$ cat config.mk
export PLATFORM = sky130hd
export DESIGN_NAME = switch_allocator_rr
export DESIGN_NICKNAME = d
export VERILOG_FILES = /design/src/rtl/switch_allocator_rr_pkg.sv /design/src/rtl/switch_allocator_rr_arb.sv /design/src/rtl/switch_allocator_rr.sv
export SDC_FILE = /design/constraint.sdc
export NUM_CORES = 1
export LEC_CHECK = 0
export BUFFER_PORTS_ARGS = -buffer_cell sky130_fd_sc_hd__clkbuf_2
export CAP_MARGIN = 10
export CORE_MARGIN = 3
export CORE_UTILIZATION = 45
export DETAILED_ROUTE_END_ITERATION = 16
export PLACE_DENSITY = 0.63
export SLEW_MARGIN = 20
export SYNTH_ARGS = -nofsm -noshare
export SYNTH_HDL_FRONTEND = slang
export SYNTH_SLANG_ARGS = --single-unit
$ cat constraint.sdc
create_clock -name clk -period 7.2 [get_ports clk]
set_clock_uncertainty 0.15 [all_clocks]
set_input_delay 1.08 -clock clk [delete_from_list [all_inputs] [get_ports clk]]
set_output_delay 1.08 -clock clk [all_outputs]
set_load 0.01 [all_outputs]
$ cat src/rtl/switch_allocator_rr_pkg.sv
// Shared router parameters and types for the switch allocator.
// Consumers import this package with: import noc_params::*;
package noc_params;

  localparam int PORT_NUM = 5;
  localparam int VC_NUM   = 2;
  localparam int VC_SIZE  = (VC_NUM > 1) ? $clog2(VC_NUM) : 1;
  localparam int PORT_W   = 3;

  typedef enum logic [PORT_W-1:0] {
    LOCAL = 3'd0,
    NORTH = 3'd1,
    SOUTH = 3'd2,
    WEST  = 3'd3,
    EAST  = 3'd4
  } port_t;

  // One input VC's view of the allocation request.
  typedef struct packed {
    logic               req;
    port_t              out_port;
    logic [VC_SIZE-1:0] downstream_vc;
  } sa_req_t;

endpackage

$ cat src/rtl/switch_allocator_rr_arb.sv
// Round-robin arbiter with a registered priority pointer.
// The search starts at r_ptr. On i_upd with a grant present, the pointer
// moves to one past the winner, so the winner has lowest priority next time.
module round_robin_arbiter #(
  parameter int N  = 2,
  parameter int IW = (N > 1) ? $clog2(N) : 1
) (
  input  logic          clk,
  input  logic          rst,
  input  logic [N-1:0]  i_req,
  input  logic          i_upd,
  output logic [N-1:0]  o_gnt,
  output logic [IW-1:0] o_idx
);

  logic [IW-1:0] r_ptr;
  logic          w_any;
  int            w_k;

  // Rotating priority search, starting at the pointer.
  always_comb begin
    o_gnt = '0;
    o_idx = '0;
    w_any = 1'b0;
    w_k   = 0;
    for (int i = 0; i < N; i++) begin
      w_k = int'(r_ptr) + i;
      if (w_k >= N) w_k = w_k - N;
      if (!w_any && i_req[w_k]) begin
        w_any      = 1'b1;
        o_gnt[w_k] = 1'b1;
        o_idx      = IW'(w_k);
      end
    end
  end

  // The pointer advances past the winner only when the grant is actually used.
  always_ff @(posedge clk) begin
    if (rst) begin
      r_ptr <= '0;
    end else if (i_upd && w_any) begin
      r_ptr <= (int'(o_idx) == N - 1) ? '0 : o_idx + 1'b1;
    end
  end

endmodule

$ cat src/rtl/switch_allocator_rr.sv
// Separable input-first switch allocator with round-robin arbitration at both stages.
// Stage 1 picks one eligible VC per input port.
// Stage 2 picks one input per output port among the stage-1 candidates.
// Optional feature macro: SA_GRANT_COUNT_EN adds saturating per-output grant counters.
module switch_allocator_rr
  import noc_params::*;
#(
  parameter int PORT_NUM  = noc_params::PORT_NUM,
  parameter int VC_NUM    = noc_params::VC_NUM,
  parameter int CNT_WIDTH = 16
) (
  input  logic                             clk,
  input  logic                             rst,
  input  logic [PORT_NUM-1:0][VC_NUM-1:0]  req_i,
  input  port_t                            out_port_i      [PORT_NUM][VC_NUM],
  input  logic [VC_SIZE-1:0]               downstream_vc_i [PORT_NUM][VC_NUM],
  input  logic [PORT_NUM-1:0][VC_NUM-1:0]  on_off_i,
  output logic [PORT_NUM-1:0]              valid_sel_o,
  output logic [VC_SIZE-1:0]               vc_sel_o        [PORT_NUM],
  output logic [PORT_NUM-1:0]              xbar_valid_o,
  output port_t                            xbar_sel_o      [PORT_NUM]
`ifdef SA_GRANT_COUNT_EN
  , output logic [CNT_WIDTH-1:0]           grant_cnt_o     [PORT_NUM]
`endif
);

  sa_req_t             w_req     [PORT_NUM][VC_NUM];
  logic [VC_NUM-1:0]   w_elig    [PORT_NUM];
  logic [VC_NUM-1:0]   w_s1_gnt  [PORT_NUM];
  logic [VC_SIZE-1:0]  w_s1_idx  [PORT_NUM];
  logic [PORT_NUM-1:0] w_s1_any;
  port_t               w_s1_port [PORT_NUM];
  logic [PORT_NUM-1:0] w_s2_req  [PORT_NUM];
  logic [PORT_NUM-1:0] w_s2_gnt  [PORT_NUM];
  logic [PORT_W-1:0]   w_s2_idx  [PORT_NUM];
  logic [PORT_NUM-1:0] w_s2_any;
  logic [PORT_NUM-1:0] w_in_win;

  // Eligibility: a valid request aimed at a real port whose downstream VC is switched on.
  // An out-of-range port code never indexes on_off_i.
  always_comb begin
    for (int p = 0; p < PORT_NUM; p++) begin
      w_elig[p] = '0;
      for (int v = 0; v < VC_NUM; v++) begin
        w_req[p][v] = '{req:           req_i[p][v],
                        out_port:      out_port_i[p][v],
                        downstream_vc: downstream_vc_i[p][v]};
        if (w_req[p][v].req && (int'(w_req[p][v].out_port) < PORT_NUM)) begin
          w_elig[p][v] = on_off_i[w_req[p][v].out_port][w_req[p][v].downstream_vc];
        end
      end
    end
  end

  // Stage 1: per-input VC arbiters. The pointer moves only if the input wins stage 2,
  // so a stage-2 loser retries the same VC first next cycle.
  for (genvar p = 0; p < PORT_NUM; p++) begin : g_in
    round_robin_arbiter #(.N(VC_NUM), .IW(VC_SIZE)) u_vc_arb (
      .clk   (clk),
      .rst   (rst),
      .i_req (w_elig[p]),
      .i_upd (w_in_win[p]),
      .o_gnt (w_s1_gnt[p]),
      .o_idx (w_s1_idx[p])
    );
    assign w_s1_any[p]  = |w_s1_gnt[p];
    assign w_s1_port[p] = out_port_i[p][w_s1_idx[p]];
  end

  // Route each stage-1 candidate to the request vector of its target output.
  always_comb begin
    for (int o = 0; o < PORT_NUM; o++) begin
      w_s2_req[o] = '0;
      for (int p = 0; p < PORT_NUM; p++) begin
        w_s2_req[o][p] = w_s1_any[p] && (int'(w_s1_port[p]) == o);
      end
    end
  end

  // Stage 2: per-output input arbiters.
  for (genvar o = 0; o < PORT_NUM; o++) begin : g_out
    round_robin_arbiter #(.N(PORT_NUM), .IW(PORT_W)) u_port_arb (
      .clk   (clk),
      .rst   (rst),
      .i_req (w_s2_req[o]),
      .i_upd (w_s2_any[o]),
      .o_gnt (w_s2_gnt[o]),
      .o_idx (w_s2_idx[o])
    );
    assign w_s2_any[o] = |w_s2_gnt[o];
  end

  // An input has won if any output granted it.
  always_comb begin
    w_in_win = '0;
    for (int o = 0; o < PORT_NUM; o++) begin
      for (int p = 0; p < PORT_NUM; p++) begin
        if (w_s2_gnt[o][p]) w_in_win[p] = 1'b1;
      end
    end
  end

  // Drive the grant outputs. Idle outputs are 0, and everything is masked while in reset.
  always_comb begin
    valid_sel_o  = '0;
    xbar_valid_o = '0;
    for (int p = 0; p < PORT_NUM; p++) begin
      vc_sel_o[p]   = '0;
      xbar_sel_o[p] = LOCAL;
    end
    if (!rst) begin
      for (int p = 0; p < PORT_NUM; p++) begin
        if (w_in_win[p]) begin
          valid_sel_o[p] = 1'b1;
          vc_sel_o[p]    = w_s1_idx[p];
        end
      end
      for (int o = 0; o < PORT_NUM; o++) begin
        if (w_s2_any[o]) begin
          xbar_valid_o[o] = 1'b1;
          xbar_sel_o[o]   = port_t'(w_s2_idx[o]);
        end
      end
    end
  end

`ifdef SA_GRANT_COUNT_EN
  logic [CNT_WIDTH-1:0] r_grant_cnt [PORT_NUM];

  // Saturating per-output grant counters.
  always_ff @(posedge clk) begin
    for (int o = 0; o < PORT_NUM; o++) begin
      if (rst) begin
        r_grant_cnt[o] <= '0;
      end else if (xbar_valid_o[o] && (r_grant_cnt[o] != '1)) begin
        r_grant_cnt[o] <= r_grant_cnt[o] + 1'b1;
      end
    end
  end

  assign grant_cnt_o = r_grant_cnt;
`endif

endmodule
# Word level (Yosys, flattened, before mapping)
# Index checks and enable logic that the tools add are counted.
[totals]
input_bits = 62
regBits = 20
wordCells = 859
[op_classes]
n_addsub = 70
eq_ne = 25
bitwise_logic = 30
mux = 439
reduce_logical = 145
order_cmp = 140
[op_table]
columns = ["cell", "count"]
rows = [
  [">= comparator 32 x 1 -> 1 bit, second input constant", 35],
  ["two-way mux 32 bit", 35],
  ["less-than comparator 32 x 5 -> 1 bit, second input constant", 25],
  [">= comparator 32 x 4 -> 1 bit, second input constant", 20],
  ["subtractor 32 x 4 -> 32 bit, second input constant", 20],
  ["less-than comparator 32 x 3 -> 1 bit, second input constant", 10],
  ["two-way mux 1 bit", 235],
  [">= comparator 32 x 3 -> 1 bit, second input constant", 5],
  ["subtractor 32 x 3 -> 32 bit, second input constant", 5],
  ["two-way mux 3 bit", 50],
  ["two-way mux 5 bit", 28],
  ["logical AND 1 bit", 105],
  ["OR 5 bit", 20],
  ["binary-select mux 1 bit (select 3 bit)", 25],
  ["demux 1 bit (select 3 bit)", 25],
  ["binary-select mux 2 bit (select 3 bit)", 10],
  ["equality test 3 bit, second input constant", 20],
  ["adder 3 x 2 -> 4 bit, second input constant", 10],
  ["less-than comparator 3 x 4 -> 1 bit, second input constant", 10],
  ["two-way mux 2 bit", 20],
  ["less-than comparator 3 bit, second input constant", 10],
  ["logical NOT 1 bit", 25],
  ["OR reduction 5 bit", 5],
  ["adder 3 x 1 -> 4 bit, second input constant", 5],
  ["other kinds (17)", 91],
]

# Logic depth before layout (Yosys ltp)
[depth]
ltp_word = 41
ltp_mapped = 23
ltp_nobuf = 21

# Cells and area by module
# A second synthesis with hierarchy kept.
[unflattened]
cells_unflattened = 1665
area_unflattened_um2 = 11721.2
[by_module_without_submodules]
columns = ["mod", "seq_area_each_um2", "area_per_inst_um2", "instances", "cells_per_inst"]
rows = [
  ["round_robin_arbiter at g_out[0].u_port_arb ...", 60.1, 1869.3, 3, 265],
  ["switch_allocator_rr", 0.0, 1961.9, 1, 283],
  ["round_robin_arbiter at g_out[3].u_port_arb", 60.1, 1948.1, 1, 288],
  ["round_robin_arbiter at g_out[4].u_port_arb", 60.1, 1840.5, 1, 259],
  ["round_robin_arbiter at g_in[0].u_vc_arb ...", 20.0, 72.6, 5, 8],
]

# Worst setup path after synthesis
# No wires, ideal clock.
[synth_path]
kind = "input -> output"
start = "input port on_off_i[2] (netlist name)"
end = "output port xbar_sel_o[5] (netlist name)"
arrival_ns = 4.702
required_time_ns = 5.970
path_slack_ns = 1.268
path_stages = 15
n_path_buf = 3
path_cell_list = "buf_2 mux4_2 and2_4 o311a_4 or4b_1 and2_1 buf_6 o2111ai_2 nand3_1 nand4bb_1 buf_4 or4b_1 nand3_1 nor4_4 nor3b_1"
[synth_lines]
columns = ["item", "line", "rtl"]
rows = [
  ["from (decl)", "switch_allocator_rr.sv:17", "input logic [PORT_NUM-1:0][VC_NUM-1:0] on_off_i,"],
  ["to (decl)", "switch_allocator_rr.sv:21", "output port_t xbar_sel_o [PORT_NUM]"],
]

==> results.sh <==
export IMPL_p_leak_nw=5.10
export IMPL_synth_edff_count=0
export IMPL_use_met3_pct=3.62
export IMPL_finalSetupViolCount=0
export IMPL_async_reset_ff_share_pct=0
export IMPL_clock_latency_ns=0.28
export IMPL_die_w_um=166
export IMPL_cp_end_kind="primary output"
export IMPL_fillers=2583
export IMPL_vias_per_cell=6.72
export IMPL_grt_pass1_wl_um=67800
export IMPL_path_class="input pin to primary output"
export IMPL_reg2reg_from="g_out[4].u_port_arb.r_ptr[1]$_SDFFE_PP0P_"
export IMPL_hold_path_class="register to register"
export IMPL_htree_levels=1
export IMPL_yosysUniqueCellTypes=123
export IMPL_layout_setup_ws_ns=0.206
export IMPL_dp_slack_ns=0.229
export IMPL_ff_latch_area_um2=400
export IMPL_worst_pin_slew_ns=1.06
export IMPL_cts_resized=0
export IMPL_start_util_pct=45.8
export IMPL_route_detailed_drc=0
export IMPL_postRouteAntennaNets=0
export IMPL_drv_cap=0
export IMPL_wl_per_cell_um=21.2
export IMPL_grt_pass1_vias=12400
export IMPL_crit_path_start_kind="input pin"
export IMPL_critPathTopFamily="compound AO/OA/AOI/OAI gates"
export IMPL_hold_viol_final=0
export IMPL_crit_start="on_off_i[9]"
export IMPL_path_clk_slew_ns=0.08
export IMPL_drive_gt1_share_pct=14.6
export IMPL_ys_seq_area_share_pct=3.46
export IMPL_min_period_over_period_pct=97.1
export IMPL_powerDensity_nw_per_um2=447
export IMPL_critPathMaxFanout=10
export IMPL_ys_warn_count=0
export IMPL_cpPeakStageDelay_ns=0.60
export IMPL_hpwl_um=35100
export IMPL_final_min_clock_period_ns=6.99
export IMPL_holdCritStartpoint="g_in[1].u_vc_arb.r_ptr$_SDFFE_PP0P_"
export IMPL_die_area_um2=27700
export IMPL_synth_ff_type="dfxtp_1"
export IMPL_avgSynthCellArea_um2=6.95
export IMPL_rsz0062_at_grt="false"
export IMPL_vias=13800
export IMPL_cts_root_buf="clkbuf_16"
export IMPL_multi_input_area_um2=10500
export IMPL_syn_nets=1839
export IMPL_use_met2_pct=49.4
export IMPL_peakVddDrop_mv=0.263
export IMPL_slew_violations=0
export IMPL_use_met1_pct=40.0
export IMPL_synthToLayoutAreaGrowth_pct=8.42
export IMPL_wl_um=43700
export IMPL_critPathSlowestCell="nor4_1"
export IMPL_postCtsSetupBuffers=0
export IMPL_core_area_um2=25300
export IMPL_drt_first_iter_violations=1687
export IMPL_portBuffers=91
export IMPL_grt_max_degree=34
export IMPL_drt_pass1_iter_count=6
export IMPL_required_ns=5.97
export IMPL_die_y_um=166
export IMPL_worst_path_buf_inv=2
export IMPL_place_gp_congestion=1.01
export IMPL_grt_remaining_overflow=0
export IMPL_rows=58
export IMPL_cts_sinks=20
export IMPL_numCtsBuffers=3
export IMPL_antenna_found_initial=3
export IMPL_ys_ff_latch=20
export IMPL_crit_top_cell="clkbuf_2"
export IMPL_clk_path_buf_depth=2
export IMPL_gr_usage_all_layers_pct=29.5
export IMPL_synth_cells=1664
export IMPL_ios=92
export IMPL_cts_tree="yes"
export IMPL_tns_ns=0
export IMPL_crit_chain="clkbuf_2 -> mux4_2 -> nor3b_1 -> o311ai_2 -> nand3_1 -> o22ai_4 -> a31oi_1 -> a22o_1 -> a41o_1 -> a311oi_1 -> o311ai_1 -> nor4_1 -> nor3_1 -> clkbuf_2"
export IMPL_crit_arrival_ns=5.76
export IMPL_cts_hold_buf=0
export IMPL_busiest_layer="met2"
export IMPL_clock_fmax_mhz=143
export IMPL_syn_area_um2=11600
export IMPL_relSlewSlack_pct=28.7
export IMPL_nNetsFinal=1904
export IMPL_status="finished, final reports clean"
==> power by group <==
group	internal [mW]	switching (mW)
clock	0.111	0.0680
combinational	1.92	3.32
sequential	0.150	0.0390
total	2.18	3.43
==> tightest hold or removal path, stage by stage, from the launching register on <==
cell and delay (ns):
dfxtp_1 0.35, nand2_1 0.09, o311ai_1 0.08
==> metal layers <==
metal	up-vias	share of wire (%)	wire [um]
met3	122	7.8	3430
li1	6517	-	-
met1	6506	43	18800
met2	697	46	19900
met4	4	3.5	1550
met5	-	0.078	34
==> metrics by stage <==
step           power [mW]  cells  hold slack, ns  instance area [um2]  util [%]
2_1_floorplan        3.93   1664           0.314                11600         -
3_3_place_gp         5.30   2054           0.387                12400      49.2
3_5_place_dp         5.27   2054           0.404                12400      49.2
4_1_cts              5.48   2058           0.413                12500      49.6
5_1_grt              6.11   2059           0.427                12500      49.7
6_report             5.61   2059           0.423                12500      49.7
==> layout by cell type (no fill, tap or decap), drive strengths merged, types with 27 or more instances in the layout <==
cell type  instances
a21oi             85
ha               108
nand2            193
a31oi             29
nand2b            30
mux2i             48
and2              34
xnor2             31
o21ai             93
nand3             61
inv               81
nor3              61
nor2             126
clkbuf            94
buf               45
nor4              38
nand4             27
==> logic make-up after synthesis <==
logic type | after synthesis | synth area share (%)
flip-flops | 20 | 3.46
multiplexers | 77 | 7.92
AND/OR/NAND/NOR | 750 | 35.2
AO/OA/AOI/OAI | 505 | 32.2
adder cells (fa/ha/maj) | 113 | 12.5
buffers and inverters | 161 | 5.79
XOR/XNOR | 38 | 2.88
==> synthesized netlist by cell type, drive strengths merged (21+ instances only) <==
cell | instances | area, um2
nor2 | 126 | 475
mux2i | 48 | 480
nor3 | 61 | 315
nand4 | 27 | 175
xnor2 | 31 | 272
nand2b | 30 | 188
nand2 | 193 | 727
o211ai | 21 | 163
and2 | 34 | 218
nor2b | 23 | 144
ha | 108 | 1350
nor4 | 38 | 302
a31oi | 29 | 196
nand3 | 61 | 310
buf | 24 | 150
inv | 81 | 304
o22ai | 26 | 176
clkbuf | 52 | 200
o31ai | 21 | 173
a21oi | 85 | 437
or3 | 26 | 173
o21ai | 93 | 469
==> path summary, 6_finish.rpt <==
check / end / slack [ns] / depth (start not counted)
setup / recovery: vc_sel_o[4] / 0.21 / 14
hold / removal: g_in[1].u_vc_arb.r_ptr$_SDFFE_PP0P_ / 0.42 / 2
setup reg to reg: g_out[4].u_port_arb.r_ptr[1]$_SDFFE_PP0P_ / 1.99 / 17
hold reg to reg: g_in[1].u_vc_arb.r_ptr$_SDFFE_PP0P_ / 0.42 / 2
==> state kept, by name (all words and copies together) (netlist names) <==
register,count
g_in.u_vc_arb.r_ptr,5
g_out.u_port_arb.r_ptr,15
==> final cells by class <==
cell class                      count  share of cell area, %
Antenna cell                        1                 0.0200
Clock buffer                        3                  0.599
Sequential cell                    20                   3.19
Clock inverter                      1                  0.239
Inverter                           85                   2.54
Timing Repair Buffer              136                   6.33
Multi-Input combinational cell   1483                   83.8
Tap cell                          330                   3.29
Note: power is estimated with default switching activity, not from simulation.
